## src/rtl/nibble_serial_adder_pkg.sv

```systemverilog
// Shared types and helpers for the nibble-serial adder and its 4-bit slice.
package nibble_serial_adder_pkg;

   localparam int NIBBLE_W = 4;

   typedef enum logic [1:0] {
      IDLE,
      RUN,
      DONE
   } state_t;

   function automatic int nibbles_of(input int width);
      return width / NIBBLE_W;
   endfunction

   function automatic bit width_ok(input int width);
      return (width >= NIBBLE_W) && ((width % NIBBLE_W) == 0);
   endfunction

endpackage

```

## src/rtl/nibble_serial_adder_adder4.sv

```systemverilog
// Combinational 4-bit ripple-carry adder slice; clock/reset exist only for interface compatibility.
module Adder4Bit
   import nibble_serial_adder_pkg::*;
(
   input  logic                clock,
   input  logic                reset,
   input  logic [NIBBLE_W-1:0] a,
   input  logic [NIBBLE_W-1:0] b,
   input  logic                cin,
   output logic [NIBBLE_W-1:0] sum,
   output logic                cout
);

   logic [NIBBLE_W:0] c;
   logic              unused_clk_rst;

   assign unused_clk_rst = &{1'b0, clock, reset};

   always_comb begin
      c    = '0;
      sum  = '0;
      c[0] = cin;
      for (int unsigned i = 0; i < NIBBLE_W; i++) begin
         sum[i]   = a[i] ^ b[i] ^ c[i];
         c[i + 1] = (a[i] & b[i]) | (c[i] & (a[i] ^ b[i]));
      end
   end

   assign cout = c[NIBBLE_W];

endmodule

```

## src/rtl/nibble_serial_adder.sv

```systemverilog
// WIDTH-bit adder that reuses one 4-bit slice, one nibble per clock, with valid/ready on both sides.
module nibble_serial_adder
   import nibble_serial_adder_pkg::*;
#(
   parameter int WIDTH = 16
) (
   input  logic             clock,
   input  logic             reset,
   input  logic             in_valid,
   output logic             in_ready,
   input  logic [WIDTH-1:0] in_x,
   input  logic [WIDTH-1:0] in_y,
   input  logic             in_cin,
   output logic             out_valid,
   input  logic             out_ready,
   output logic [WIDTH-1:0] out_sum,
   output logic             out_cout
);

   localparam int NIBBLES = nibbles_of(WIDTH);
   localparam int CNT_W   = (NIBBLES > 1) ? $clog2(NIBBLES) : 1;

   if (!width_ok(WIDTH)) begin : g_bad_width
      $error("nibble_serial_adder: WIDTH must be a multiple of 4 and >= 4");
   end

   state_t              state_q, state_d;
   logic [CNT_W-1:0]    cnt_q;
   logic [WIDTH-1:0]    opa_q, opb_q, res_q, res_d;
   logic                carry_q;
   logic [NIBBLE_W-1:0] slice_sum;
   logic                slice_cout;
   logic                last_nibble;

   Adder4Bit u_slice (
      .clock (clock),
      .reset (reset),
      .a     (opa_q[NIBBLE_W-1:0]),
      .b     (opb_q[NIBBLE_W-1:0]),
      .cin   (carry_q),
      .sum   (slice_sum),
      .cout  (slice_cout)
   );

   assign last_nibble = (cnt_q == CNT_W'(NIBBLES - 1));
   // Each slice sum enters at the MSB end, so after NIBBLES shifts nibble 0 sits at the LSB.
   assign res_d = (res_q >> NIBBLE_W) | (WIDTH'(slice_sum) << (WIDTH - NIBBLE_W));

   assign in_ready  = (state_q == IDLE);
   assign out_valid = (state_q == DONE);

   always_comb begin
      state_d = state_q;
      case (state_q)
         IDLE:    if (in_valid)    state_d = RUN;
         RUN:     if (last_nibble) state_d = DONE;
         DONE:    if (out_ready)   state_d = IDLE;
         default:                  state_d = IDLE;
      endcase
   end

   always_ff @(posedge clock) begin
      if (reset) state_q <= IDLE;
      else       state_q <= state_d;
   end

   always_ff @(posedge clock) begin
      if (reset) begin
         cnt_q    <= '0;
         opa_q    <= '0;
         opb_q    <= '0;
         res_q    <= '0;
         carry_q  <= 1'b0;
         out_sum  <= '0;
         out_cout <= 1'b0;
      end else begin
         case (state_q)
            IDLE: if (in_valid) begin
               opa_q   <= in_x;
               opb_q   <= in_y;
               carry_q <= in_cin;
               cnt_q   <= '0;
            end
            RUN: begin
               opa_q   <= opa_q >> NIBBLE_W;
               opb_q   <= opb_q >> NIBBLE_W;
               res_q   <= res_d;
               carry_q <= slice_cout;
               cnt_q   <= cnt_q + CNT_W'(1);
               if (last_nibble) begin
                  out_sum  <= res_d;
                  out_cout <= slice_cout;
               end
            end
            default: ;
         endcase
      end
   end

endmodule

```

## config.mk

```make
export PLATFORM = sky130hd
export DESIGN_NAME = nibble_serial_adder
export DESIGN_NICKNAME = d
export VERILOG_FILES = /design/src/rtl/nibble_serial_adder_pkg.sv /design/src/rtl/nibble_serial_adder_adder4.sv /design/src/rtl/nibble_serial_adder.sv
export SDC_FILE = /design/constraint.sdc
export NUM_CORES = 1
export LEC_CHECK = 0
export CELL_PAD_IN_SITES_DETAIL_PLACEMENT = 0
export CELL_PAD_IN_SITES_GLOBAL_PLACEMENT = 1
export CORE_ASPECT_RATIO = 0.9
export CORE_MARGIN = 4
export CORE_UTILIZATION = 38
export DETAILED_ROUTE_END_ITERATION = 10
export GPL_TIMING_DRIVEN = 0
export PLACE_DENSITY = 0.8
export SETUP_SLACK_MARGIN = 0.5
export SYNTH_ARGS = -nofsm -noshare
export SYNTH_HDL_FRONTEND = slang
export SYNTH_SLANG_ARGS = --single-unit
```

## constraint.sdc

```tcl
create_clock -name clock -period 3.2 [get_ports clock]
set_clock_uncertainty 0.2 [all_clocks]
set_input_delay 0.48 -clock clock [delete_from_list [all_inputs] [get_ports clock]]
set_output_delay 0.48 -clock clock [all_outputs]
set_load 0.005 [all_outputs]
```

Word-level counts from Yosys, hierarchy flattened
Index checks and enable logic that the tools add are counted.
Widths: inputs -> output; s select.

word-level totals
  flip-flop bits (word level) = 70
  RAM bits = 0
  memories kept = 0
  memory bits (read-only) = 0
  input port bits = 37
  word-level logic and storage cells = 53
  output and inout bits = 19
  latch bits = 0

operators by class
  shifts and indexed selects = 0
  reductions and logical operators = 5
  multiply operators = 0
  divide/modulo/power cells = 0
  equal/unequal tests = 6
  bitwise logic cells = 21
  magnitude comparators = 0
  $add $sub $neg = 1
  mux-type cells = 12

operator list
  kind                 count
  $pmux 16 s2          2
  $mux 16              2
  $or 12x16->16        1
  $and 1x1->1          8
  $mux 2               4
  $xor 1x1->1          8
  $pmux 2 s3           1
  $eq 2x2->1 const B   2
  $ne 2x2->1 const B   2
  $or 1x1->1           4
  $pmux 2 s2           1
  $reduce_and 2->1     2
  $reduce_and 3->1     1
  $add 2x1->2 const B  1
  $eq 2x1->1 const B   1
  $logic_not 2->1      1
  $ne 2x1->1 const B   1
  $pmux 1 s2           1
  $reduce_bool 2->1    1
  $mux 1               1

Longest topological paths before layout
Gate-level depths: netlist of run 1.

  word-level depth = 10
  gate-level depth with buffers = 10
  depth with buffers taken out = 10

Hierarchy
A second synthesis of run 1 with hierarchy kept.

unflattened totals
  cell total of the unflattened synthesis = 303
  area total of the unflattened synthesis = 2705.1 µm²

by module, submodules not included
  module               instances  cells an instance  area an instance (µm²)  seq. area each (µm²)
  nibble_serial_adder  1          289                2587.5                  1321.3
  Adder4Bit            1          14                 117.6                   0.0

Least setup slack after synthesis of run 1
OpenSTA, ideal clock, no wires.

  path kind = register to register
  start point = register opa_q[0]
  end point = register out_sum[15]
  cell stages (with the launch flop) = 9
  setup slack = 0.947 ns
  data arrival time = 1.967 ns
  buffers on the path = 0
  library setup time = 0.086 ns
  data required time = 2.914 ns
  path through = dfxtp_1 -> fa_1 -> inv_1 -> fa_1 -> inv_1 -> fa_1 -> inv_1 -> fa_1 -> a211oi_1

between the ends
  word-level cells in the longest chain between the ends = 9

RTL lines
  element                 RTL line                          text
  start, declared         nibble_serial_adder.sv:29         logic [WIDTH-1:0] opa_q, opb_q, res_q, res_d;
  start signal, assigned  nibble_serial_adder.sv:79         opa_q <= in_x;
  start signal, assigned  nibble_serial_adder.sv:85         opa_q <= opa_q >> NIBBLE_W;
  $xor 1x1->1             nibble_serial_adder_adder4.sv:25  c[i + 1] = (a[i] & b[i]) | (c[i] & (a[i] ^ b[i]));
  $and 1x1->1             nibble_serial_adder_adder4.sv:25
  $or 1x1->1 *            nibble_serial_adder_adder4.sv:25
  $and 1x1->1 *           nibble_serial_adder_adder4.sv:25
  $or 1x1->1 *            nibble_serial_adder_adder4.sv:25
  $and 1x1->1 *           nibble_serial_adder_adder4.sv:25
  $or 1x1->1 *            nibble_serial_adder_adder4.sv:25
  $xor 1x1->1 *           nibble_serial_adder_adder4.sv:24  sum[i] = a[i] ^ b[i] ^ c[i];
  $or 12x16->16 *         nibble_serial_adder.sv:47         assign res_d = (res_q >> NIBBLE_W) | (WIDTH'(slice_sum) << (WIDTH - NIBBLE_W));
  end signal, assigned    nibble_serial_adder.sv:91         out_sum <= res_d;
  end, declared           nibble_serial_adder.sv:16         output logic [WIDTH-1:0] out_sum,

Mark *: on every way between the ends. The rest lies on a longest branch, timed or not.
A chain may end at the register's enable or synchronous reset.

Worst setup path in the final report of run 1
  start point = register opa_q[0]
  end point = register res_q[15]

between the ends
  word-level cells in the longest chain between the ends = 9

RTL lines
  element               RTL line                          text
  $xor 1x1->1           nibble_serial_adder_adder4.sv:25
  $and 1x1->1           nibble_serial_adder_adder4.sv:25
  $or 1x1->1 *          nibble_serial_adder_adder4.sv:25
  $and 1x1->1 *         nibble_serial_adder_adder4.sv:25
  $or 1x1->1 *          nibble_serial_adder_adder4.sv:25
  $and 1x1->1 *         nibble_serial_adder_adder4.sv:25
  $or 1x1->1 *          nibble_serial_adder_adder4.sv:25
  $xor 1x1->1 *         nibble_serial_adder_adder4.sv:24
  $or 12x16->16 *       nibble_serial_adder.sv:47
  end signal, assigned  nibble_serial_adder.sv:87         res_q <= res_d;
  end, declared         nibble_serial_adder.sv:29

Marks and branches as above.

==> impl_metrics.csv, run 1 <==
group,metric,value,unit
global_route,grtUsageTotal,0.155,
power_and_ir_drop,power_density,508,mW/mm^2
global_route,grt_max_degree,11,
floorplanning,die-area,0.00848,mm^2
power_and_ir_drop,p_leak,1.30,nW
critical_path,r2r_start,"opa_q[0]$_SDFFE_PP0P_",
placement,io_buffers,54,
clock_network,cts_root_buf,"clkbuf_8",
route,drt-vias-per-instance,4.94,
route,via_count,2233,
clock_network,ctsHoldBuffers,0,
synthesis,synth-simple-area-share,0.120,
cells_and_area,diodes,0,
synthesis,yosys_warnings,0,
critical_path,cp_slowest_stage_delay,0.43,ns
sta,relSlewSlack,0.606,
placement,dp_hpwl,4500,um
global_route,met3_usage,0.0613,
clock_network,post_cts_resized,0,
min_path,min_from,"out_sum[2]$_SDFFE_PP0P_",
clock_network,cts_buffer_depth,2,
global_route,grt_first_pass_wirelength,10500,um
global_route,use_met2,0.263,
cells_and_area,layout_commonest_cell,"dfxtp_1",
job,maxCapViolCount,0,
critical_path,critPathKind,"reg2reg",
synthesis,ys_seq_elements,66,
route,drt_iter0_drc,87,
synthesis,synth_cells,293,
synthesis,synth_top_family_by_area,"compound AO/OA/AOI/OAI gates",
floorplanning,start_util,0.400,
synthesis,netlist_area,0.00269,mm^2
global_route,use_met1,0.191,
min_path,hold_end,"out_sum[2]$_SDFFE_PP0P_",
cells_and_area,drive_gt1_frac,0.166,
critical_path,r2r_cells,8,
floorplanning,die_height,87.8,um
critical_path,end_kind,"flip-flop",
critical_path,crit_buf_inv,3,
synthesis,synth-compound-area-share,0.251,
global_route,antenna_found_initial,0,
critical_path,arrival,2.42,ns
sta,setup_viol,0,
synthesis,syn_nets,335,
cells_and_area,nNetsFinal,400,
sta,rsz0062_at_grt,"false",
floorplanning,pin_count,56,
sta,setup_tns,0,ns
route,wl_per_cell,13.6,um
clock_network,ctsHtreeMaxLevel,3,
floorplanning,die_x,96.6,um
route,ant_nets,0,
route,wl,6140,um
clock_network,cts_tree,"built",
power_and_ir_drop,irDropWorstVdd,0.331,mV
critical_path,r2r_slack,0.83,ns
sta,slew_violations,0,
critical_path,worstPathCellList,"fa_1 -> inv_1 -> fa_1 -> inv_1 -> fa_1 -> inv_1 -> fa_1 -> a211oi_1",
route,drc,0,
run_status,outcome,"finished clean",
cells_and_area,fillCellCount,645,
synthesis,syn_avg_cell_area,9.17,um^2
min_path,hold_depth,2,
global_route,first_global_vias,2221,
clock_network,insertion_delay,0.33,ns
sta,hold_violations,0,
clock_network,cts_setup_buffers,0,
sta,worst_slew_pin_slew,0.588,ns
critical_path,start_kind,"flip-flop",
global_route,grt_busiest_layer,"met2",
clock_network,cts.sink_count,66,
sta,max_freq,0.422,GHz
critical_path,critical_path.slowest_cell,"fa_1",
sta,fin_crit_sh,0.740,
clock_network,clk_pin_slew,0.07,ns
critical_path,rr_endpoint,"res_q[15]$_SDFFE_PP0P_",
synthesis,synthXorXnorAreaFrac,0,
synthesis,ys_types,31,
placement,gp_congestion,0.751,
route,firstDrtPassIters,4,
synthesis,muxShareOfSynthArea,0.00372,
critical_path,cp.depth,8,
floorplanning,core,0.00673,mm^2
cells_and_area,layout_common_cells,"66 x dfxtp_1, 54 x clkdlybuf4s50_1, 50 x nand2_1",
sta,period_minus_slack,2.37,ns
clock_network,cts_made_buffers,9,
critical_path,cp_top_family,"adder cells",
power_and_ir_drop,power.total,1.79,mW
cells_and_area,area_delta_synth_final,31.2,%
synthesis,synth-adder-area-share,0.0345,
global_route,grt.overflow.total,0,
critical_path,critPathRequiredTime,3.25,ns
min_path,hold_path.class,"reg2reg",
critical_path,crit_path_frequent_cell,"fa_1",
floorplanning,num_rows,28,
critical_path,cp_max_fo,2,
synthesis,yosysSeqAreaShare,0.492,
## flip-flops by register name, summed over array words and instances (netlist names)
name      flops
opa_q        16
opb_q        16
out_sum      16
res_q        12
cnt_q         2
state_q       2
carry_q       1
out_cout      1
## per-stage QoR
step                      setup slack [ns]  area [um^2]  std cells  utilization  hold slack (ns)
final                                0.831         3530        452        0.524            0.254
after global routing                 0.688         3530        452        0.524            0.279
after CTS                            0.801         3530        452        0.524            0.257
after detailed placement             0.828         3340        437        0.497            0.247
after global placement               0.867         3340        437        0.497            0.241
after floorplan                      0.947         2690        293            -            0.232
## worst min-delay path: stages, from the launching register on
cell,delay (ns)
dfxtp_1,0.31
nand2_1,0.05
a21oi_1,0.05
## layout make-up
class	count	area, um^2	share of cell area
inverters	32	120	0.0341
clock inverters	3	40.0	0.0114
repair buffers	54	541	0.153
multi-input cells	173	1100	0.312
well taps	90	113	0.0319
plain buffers	22	145	0.0412
clock buffers	12	145	0.0412
flip-flops and latches	66	1320	0.375
## cells in the mapped netlist (all sizes together)
library cell | number | area share
nand2b | 2 | 0.0047
o21bai | 1 | 0.0042
nor2 | 16 | 0.025
a211oi | 6 | 0.019
o221a | 24 | 0.10
mux2i | 1 | 0.0037
dfxtp | 66 | 0.49
inv | 32 | 0.045
buf | 19 | 0.050
nand3b | 1 | 0.0028
clkbuf | 3 | 0.0042
nor3 | 1 | 0.0019
o211ai | 1 | 0.0047
a22oi | 9 | 0.025
nand2 | 51 | 0.072
ha | 1 | 0.0047
nor3b | 1 | 0.0047
o21ba | 1 | 0.0037
and3b | 1 | 0.0033
fa | 4 | 0.030
a21oi | 50 | 0.095
nor2b | 2 | 0.0056
## metal layers
layer	wire length, um	share of wire	up-vias
met3	345	0.056	9
met5	0	0	-
met2	2880	0.47	59
met1	2840	0.46	1031
met4	64	0.010	0
li1	-	-	1134
## power by group
| part | internal [mW] | switching (mW) | total (mW) |
|---|---|---|---|
| Clock | 0.375 | 0.295 | 0.670 |
| Combinational | 0.118 | 0.106 | 0.225 |
| Sequential | 0.867 | 0.0287 | 0.895 |
| Total | 1.36 | 0.430 | 1.79 |
## how the worst max path moves through the flow
stage / from / to / slack [ns]
global route: opa_q[0]$_SDFFE_PP0P_ / out_sum[15]$_SDFFE_PP0P_ / 0.69
floorplan: opa_q[0]$_SDFFE_PP0P_ / out_sum[15]$_SDFFE_PP0P_ / 0.95
global placement: opa_q[0]$_SDFFE_PP0P_ / res_q[15]$_SDFFE_PP0P_ / 0.87
detailed placement: opa_q[0]$_SDFFE_PP0P_ / out_sum[15]$_SDFFE_PP0P_ / 0.83
CTS: opa_q[0]$_SDFFE_PP0P_ / out_sum[15]$_SDFFE_PP0P_ / 0.80
finish: opa_q[0]$_SDFFE_PP0P_ / res_q[15]$_SDFFE_PP0P_ / 0.83
## cell families (layout without fill, tap and decap cells)
| logic type | Yosys count | in the layout |
|---|---|---|
| adders and majority gates | 5 | 5 |
| muxes | 1 | 1 |
| DFF | 66 | 66 |
| buffers and inverters | 54 | 123 |
| and+or+nand+nor | 75 | 75 |
| AOI/OAI and AO/OA | 92 | 92 |
No activity file was read; power rests on OpenSTA's default activity.
==> inputs of run 2 (changes only) <==
--- a/config.mk
+++ b/config.mk
@@ -9,10 +9,10 @@
 export CELL_PAD_IN_SITES_GLOBAL_PLACEMENT = 1
 export CORE_ASPECT_RATIO = 0.9
 export CORE_MARGIN = 4
-export CORE_UTILIZATION = 38
+export CORE_UTILIZATION = 34
 export DETAILED_ROUTE_END_ITERATION = 10
 export GPL_TIMING_DRIVEN = 0
-export PLACE_DENSITY = 0.8
+export PLACE_DENSITY = 0.76
 export SETUP_SLACK_MARGIN = 0.5
 export SYNTH_ARGS = -nofsm -noshare
 export SYNTH_HDL_FRONTEND = slang
==> constraint.sdc (replaced) <==
create_clock -name clock -period 2.04 [get_ports clock]
set_clock_uncertainty 0.2 [all_clocks]
set_input_delay 0.306 -clock clock [delete_from_list [all_inputs] [get_ports clock]]
set_output_delay 0.306 -clock clock [all_outputs]
set_load 0.005 [all_outputs]
==> run 2 against run 1 <==
- the flow now finishes with violations (negative setup slack)
- wire length is 26% higher
- maximum frequency is 4.2% higher
- sequential cell count stayed put
- critical path type unchanged
==> impl_metrics.csv, run 2 (same netlist as run 1, synthesis figures left out) <==
group,metric,value,unit
cells_and_area,area_delta_synth_final,69.1,%
sta,relSlewSlack,0.564,
floorplanning,start_util,0.353,
route,drt-vias-per-instance,4.97,
global_route,grt_max_degree,11,
critical_path,r2r_start,"carry_q$_SDFFE_PP0P_",
sta,rsz0062_at_grt,"true",
sta,fin_ws,-0.233,ns
route,ant_nets,0,
clock_network,ctsHtreeMaxLevel,3,
cells_and_area,nNetsFinal,432,
critical_path,critPathRequiredTime,2.10,ns
global_route,grtUsageTotal,0.152,
route,firstDrtPassIters,4,
sta,setup_viol,4,
cells_and_area,final_cells,491,
clock_network,cts_tree,"built",
sta,timing.hold.ws,0.201,ns
run_status,violations,"negative setup slack",
clock_network,cts_buffer_depth,2,
critical_path,critical_path.slowest_cell,"fa_2",
job,maxCapViolCount,0,
route,wl_per_cell,15.7,um
critical_path,arrival,2.33,ns
clock_network,cts_root_buf,"clkbuf_8",
critical_path,cp_max_fo,2,
cells_and_area,top_regs,"opa_q (16), opb_q (16), out_sum (16)",
power_and_ir_drop,p_leak,1.90,nW
critical_path,crit_path_frequent_cell,"fa_2",
min_path,hold_path.class,"in2reg",
critical_path,start_kind,"flip-flop",
sta,setup_tns,-0.671,ns
min_path,min_from,"reset",
power_and_ir_drop,irDropWorstVdd,0.371,mV
floorplanning,die-area,0.00939,mm^2
floorplanning,die_height,92.3,um
route,wl,7710,um
cells_and_area,layout_common_cells,"58 x dfxtp_1, 35 x clkdlybuf4s50_1, 30 x nand2_1",
clock_network,cts.sink_count,66,
clock_network,cts_made_buffers,9,
cells_and_area,drive_gt1_frac,0.425,
floorplanning,core,0.00762,mm^2
critical_path,end_kind,"flip-flop",
sta,worst_slew_pin_slew,0.654,ns
run_status,outcome,"finished, violations left",
cells_and_area,postLayoutCellArea,0.00454,mm^2
placement,io_buffers,54,
sta,max_freq,0.440,GHz
power_and_ir_drop,power_density,667,mW/mm^2
global_route,grt.overflow.total,0,
placement,placedCellCount,443,
clock_network,clk_pin_slew,0.07,ns
placement,gp_congestion,0.768,
critical_path,r2r_slack,-0.23,ns
critical_path,cp_slowest_stage_delay,0.45,ns
route,drt_iter0_drc,53,
critical_path,crit_buf_inv,3,
sta,slew_violations,0,
placement,dp_hpwl,4610,um
global_route,antenna_found_initial,0,
power_and_ir_drop,power.total,3.03,mW
global_route,grt_first_pass_wirelength,11100,um
global_route,first_global_vias,2304,
sta,hold_violations,0,
critical_path,cp_top_family,"adder cells",
floorplanning,pin_count,56,
cells_and_area,layout_commonest_cell,"dfxtp_1",
floorplanning,num_rows,30,
clock_network,insertion_delay,0.34,ns
placement,placed_cell_area,0.00336,mm^2
critical_path,worstPathCellList,"fa_2 -> inv_2 -> fa_2 -> inv_2 -> fa_2 -> inv_2 -> fa_2 -> a211oi_2",
sta,fin_crit_sh,1.11,
critical_path,critPathKind,"reg2reg",
sta,period_minus_slack,2.27,ns
floorplanning,die_x,102,um
route,via_count,2438,
route,drc,0,
critical_path,startpoint,"carry_q$_SDFFE_PP0P_",
cells_and_area,diodes,0,
run 2: cell types whose count changed in the layout (fill, tap and decap cells not counted), moves of 12 or more:
cell / delta
buf_6: +12
nand2_4: +13
o221a_4: +23
a21oi_1: -22
clkdlybuf4s50_1: -19
a21oi_2: +21
o221a_2: -23
nand2_1: -20
dlygate4sd2_1: +17
run 2: layer usage:
metal  share of wire  global-route usage  up-vias
met5               0                   0        -
met4           0.013              0.0332        0
met3           0.056              0.0670       11
met2            0.50               0.253       56
met1            0.43               0.180     1174
li1                -                   -     1197
run 2: area by class of cell:
| cell class | count | area (um^2) |
|---|---|---|
| tap | 96 | 120 |
| fill | 634 | 3080 |
| sequential | 66 | 1330 |
| clock inverter | 2 | 10.0 |
| timing repair buffer | 86 | 957 |
| inverter | 32 | 120 |
| buffer | 22 | 221 |
| multi-input combinational | 173 | 1610 |
| clock buffer | 14 | 173 |
run 2: final timing paths:
path,end,cells after the start
setup / recovery,out_sum[15]$_SDFFE_PP0P_,8
hold / removal,opb_q[2]$_SDFFE_PP0P_,3
setup reg to reg,out_sum[15]$_SDFFE_PP0P_,8
hold reg to reg,out_sum[7]$_SDFFE_PP0P_,2
run 2: through the flow:
stage                     worst slack (ns)   util
after floorplan                     -0.197      -
after global placement              -0.248  0.441
after detailed placement            -0.268  0.441
after CTS                           -0.247  0.485
after global routing                -0.305  0.596
final                               -0.233  0.596
run 2: tightest hold or removal path: cells and delay by family:
family / cells / cell delay [ns]
AO/OA/AOI/OAI: 2 / 0.16
buffers and inverters: 1 / 0.23
run 2: power breakdown:
| group | internal (mW) | switching, mW |
|---|---|---|
| logic | 0.332 | 0.257 |
| clock network | 0.538 | 0.479 |
| registers | 1.36 | 0.0633 |
run 2: repair_timing:
action                                  4_1_cts  5_1_grt
pin swaps                                     9       55
resized for setup                            52      123
cloned                                        1        8
endpoints found under the setup margin       53       66
hold buffers                                  0        0
setup buffers                                 8       15
==> inputs of run 3 (changes only) <==
--- a/config.mk
+++ b/config.mk
@@ -13,6 +13,7 @@
 export DETAILED_ROUTE_END_ITERATION = 10
 export GPL_TIMING_DRIVEN = 0
 export PLACE_DENSITY = 0.76
+export RECOVER_POWER = 50
 export SETUP_SLACK_MARGIN = 0.5
 export SYNTH_ARGS = -nofsm -noshare
 export SYNTH_HDL_FRONTEND = slang
==> run 3 against run 2 <==
- the flow still finishes with violations (negative setup slack)
- count of clock-buffer cells in the layout stayed put
- largest cell class unchanged
- sequential cell count unchanged
- critical path depth is the same
- critical path type unchanged
- wire length about the same
- via count is the same
- highest routed layer unchanged
- maximum frequency about the same
==> impl_metrics.csv, run 3 (same netlist as run 1, synthesis figures left out) <==
group,metric,value,unit
run_status,outcome,"finished, violations left",
run_status,violations,"negative setup slack",
critical_path,cp_top_family,"adder cells",
critical_path,cp_max_fo,2,
route,wl,7710,um
clock_network,cts_root_buf,"clkbuf_8",
floorplanning,die_x,102,um
global_route,grt_max_degree,11,
cells_and_area,nNetsFinal,432,
clock_network,cts_buffer_depth,2,
critical_path,r2r_slack,-0.23,ns
floorplanning,pin_count,56,
sta,slew_violations,0,
critical_path,worstPathCellList,"fa_2 -> inv_2 -> fa_2 -> inv_2 -> fa_2 -> inv_2 -> fa_2 -> a211oi_2",
global_route,grtUsageTotal,0.152,
route,wl_per_cell,15.7,um
power_and_ir_drop,irDropWorstVdd,0.371,mV
min_path,min_from,"reset",
clock_network,cts.sink_count,66,
power_and_ir_drop,pwr-share-seq,0.470,
min_path,hold_depth,3,
clock_network,ctsHtreeMaxLevel,3,
route,drt-vias-per-instance,4.97,
min_path,hold_end,"opb_q[2]$_SDFFE_PP0P_",
cells_and_area,layout_common_cells,"60 x dfxtp_1, 35 x clkdlybuf4s50_1, 30 x nand2_1",
sta,hold_violations,0,
critical_path,cp_slowest_stage_delay,0.45,ns
floorplanning,start_util,0.353,
sta,max_freq,0.440,GHz
floorplanning,die-area,0.00939,mm^2
placement,dp_hpwl,4610,um
sta,fin_ws,-0.233,ns
critical_path,rr_endpoint,"out_sum[15]$_SDFFE_PP0P_",
power_and_ir_drop,swShare,0.264,
critical_path,critPathKind,"reg2reg",
power_and_ir_drop,p_int,2.23,mW
power_and_ir_drop,power_frac_clock,0.336,
cells_and_area,postLayoutCellArea,0.00454,mm^2
sta,fin_crit_sh,1.11,
cells_and_area,diodes,0,
power_and_ir_drop,power_density,668,mW/mm^2
power_and_ir_drop,power.switching,801,uW
clock_network,clk_pin_slew,0.07,ns
min_path,hold_path.class,"in2reg",
placement,placed_cell_area,0.00336,mm^2
power_and_ir_drop,power_frac_comb,0.195,
floorplanning,die_height,92.3,um
clock_network,insertion_delay,0.34,ns
sta,period_minus_slack,2.27,ns
placement,io_buffers,54,
critical_path,crit_buf_inv,3,
sta,worst_slew_pin_slew,0.661,ns
route,firstDrtPassIters,4,
cells_and_area,area_delta_synth_final,68.9,%
critical_path,arrival,2.33,ns
critical_path,critPathRequiredTime,2.10,ns
cells_and_area,layout_commonest_cell,"dfxtp_1",
global_route,grt_first_pass_wirelength,11100,um
sta,rsz0062_at_grt,"true",
critical_path,r2r_start,"carry_q$_SDFFE_PP0P_",
critical_path,start_kind,"flip-flop",
route,ant_nets,0,
floorplanning,num_rows,30,
route,drc,0,
route,via_count,2438,
critical_path,critical_path.slowest_cell,"fa_2",
clock_network,cts_made_buffers,9,
cells_and_area,top_regs,"opa_q (16), opb_q (16), out_sum (16)",
route,drt_iter0_drc,50,
sta,setup_viol,4,
sta,setup_tns,-0.671,ns
sta,relSlewSlack,0.560,
job,maxCapViolCount,0,
critical_path,r2r_cells,8,
global_route,grt.overflow.total,0,
global_route,first_global_vias,2304,
global_route,antenna_found_initial,0,
critical_path,crit_path_frequent_cell,"fa_2",
floorplanning,core,0.00762,mm^2
sta,timing.hold.ws,0.202,ns
power_and_ir_drop,p_leak,1.90,nW
clock_network,cts_tree,"built",
critical_path,end_kind,"flip-flop",
placement,gp_congestion,0.768,
cells_and_area,drive_gt1_frac,0.418,
[run 3: worst min-delay path, delay by kind of cell]
family / cells / cell delay [ns]
AO/OA/AOI/OAI: 2 / 0.16
buffers and inverters: 1 / 0.23
[run 3: metal layers]
layer	GRT usage	share of wire
met5	0	0
met4	0.0332	0.013
met3	0.0670	0.056
met2	0.253	0.50
met1	0.180	0.43
[run 3: final cells by class]
type                       count  area (um^2)
fill                         634         3080
multi-input combinational    173         1610
sequential                    66         1330
timing repair buffer          86          957
buffer                        22          218
clock buffer                  14          173
inverter                      32          120
tap                           96          120
clock inverter                 2         10.0
[run 3: timing repair]
action / CTS / global route
pin swaps: 9 / 55
hold buffers: 0 / 0
endpoints found under the setup margin: 53 / 66
setup buffers: 8 / 15
resized for setup: 52 / 123
cloned: 1 / 8
[run 3: power groups by stage]
stage          clock [mW]  sequential [mW]  combinational [mW]
3_3_place_gp            0             1.43               0.356
3_5_place_dp            0             1.43               0.361
6_report             1.02             1.42               0.590
4_1_cts              1.04             1.41               0.394
5_1_grt              1.10             1.43               0.627
2_1_floorplan           0             1.42               0.228
[run 3: worst max-delay path by stage]
stage	cells past startpoint	slack [ns]	start	to
6_report	8	-0.23	carry_q$_SDFFE_PP0P_	out_sum[15]$_SDFFE_PP0P_
5_1_grt	8	-0.30	carry_q$_SDFFE_PP0P_	out_sum[15]$_SDFFE_PP0P_
4_1_cts	8	-0.25	carry_q$_SDFFE_PP0P_	out_sum[15]$_SDFFE_PP0P_
3_5_place_dp	8	-0.27	carry_q$_SDFFE_PP0P_	out_sum[15]$_SDFFE_PP0P_
3_3_place_gp	8	-0.25	carry_q$_SDFFE_PP0P_	res_q[15]$_SDFFE_PP0P_
2_1_floorplan	8	-0.20	carry_q$_SDFFE_PP0P_	out_sum[15]$_SDFFE_PP0P_
[run 3: stage by stage]
stage | setup WS (ns) | util | instances | total power, mW
after floorplan | -0.197 | - | 293 | 1.65
after global placement | -0.248 | 0.441 | 443 | 1.79
after detailed placement | -0.268 | 0.441 | 443 | 1.80
after CTS | -0.247 | 0.485 | 468 | 2.84
after global routing | -0.305 | 0.596 | 491 | 3.16
final | -0.233 | 0.596 | 491 | 3.03
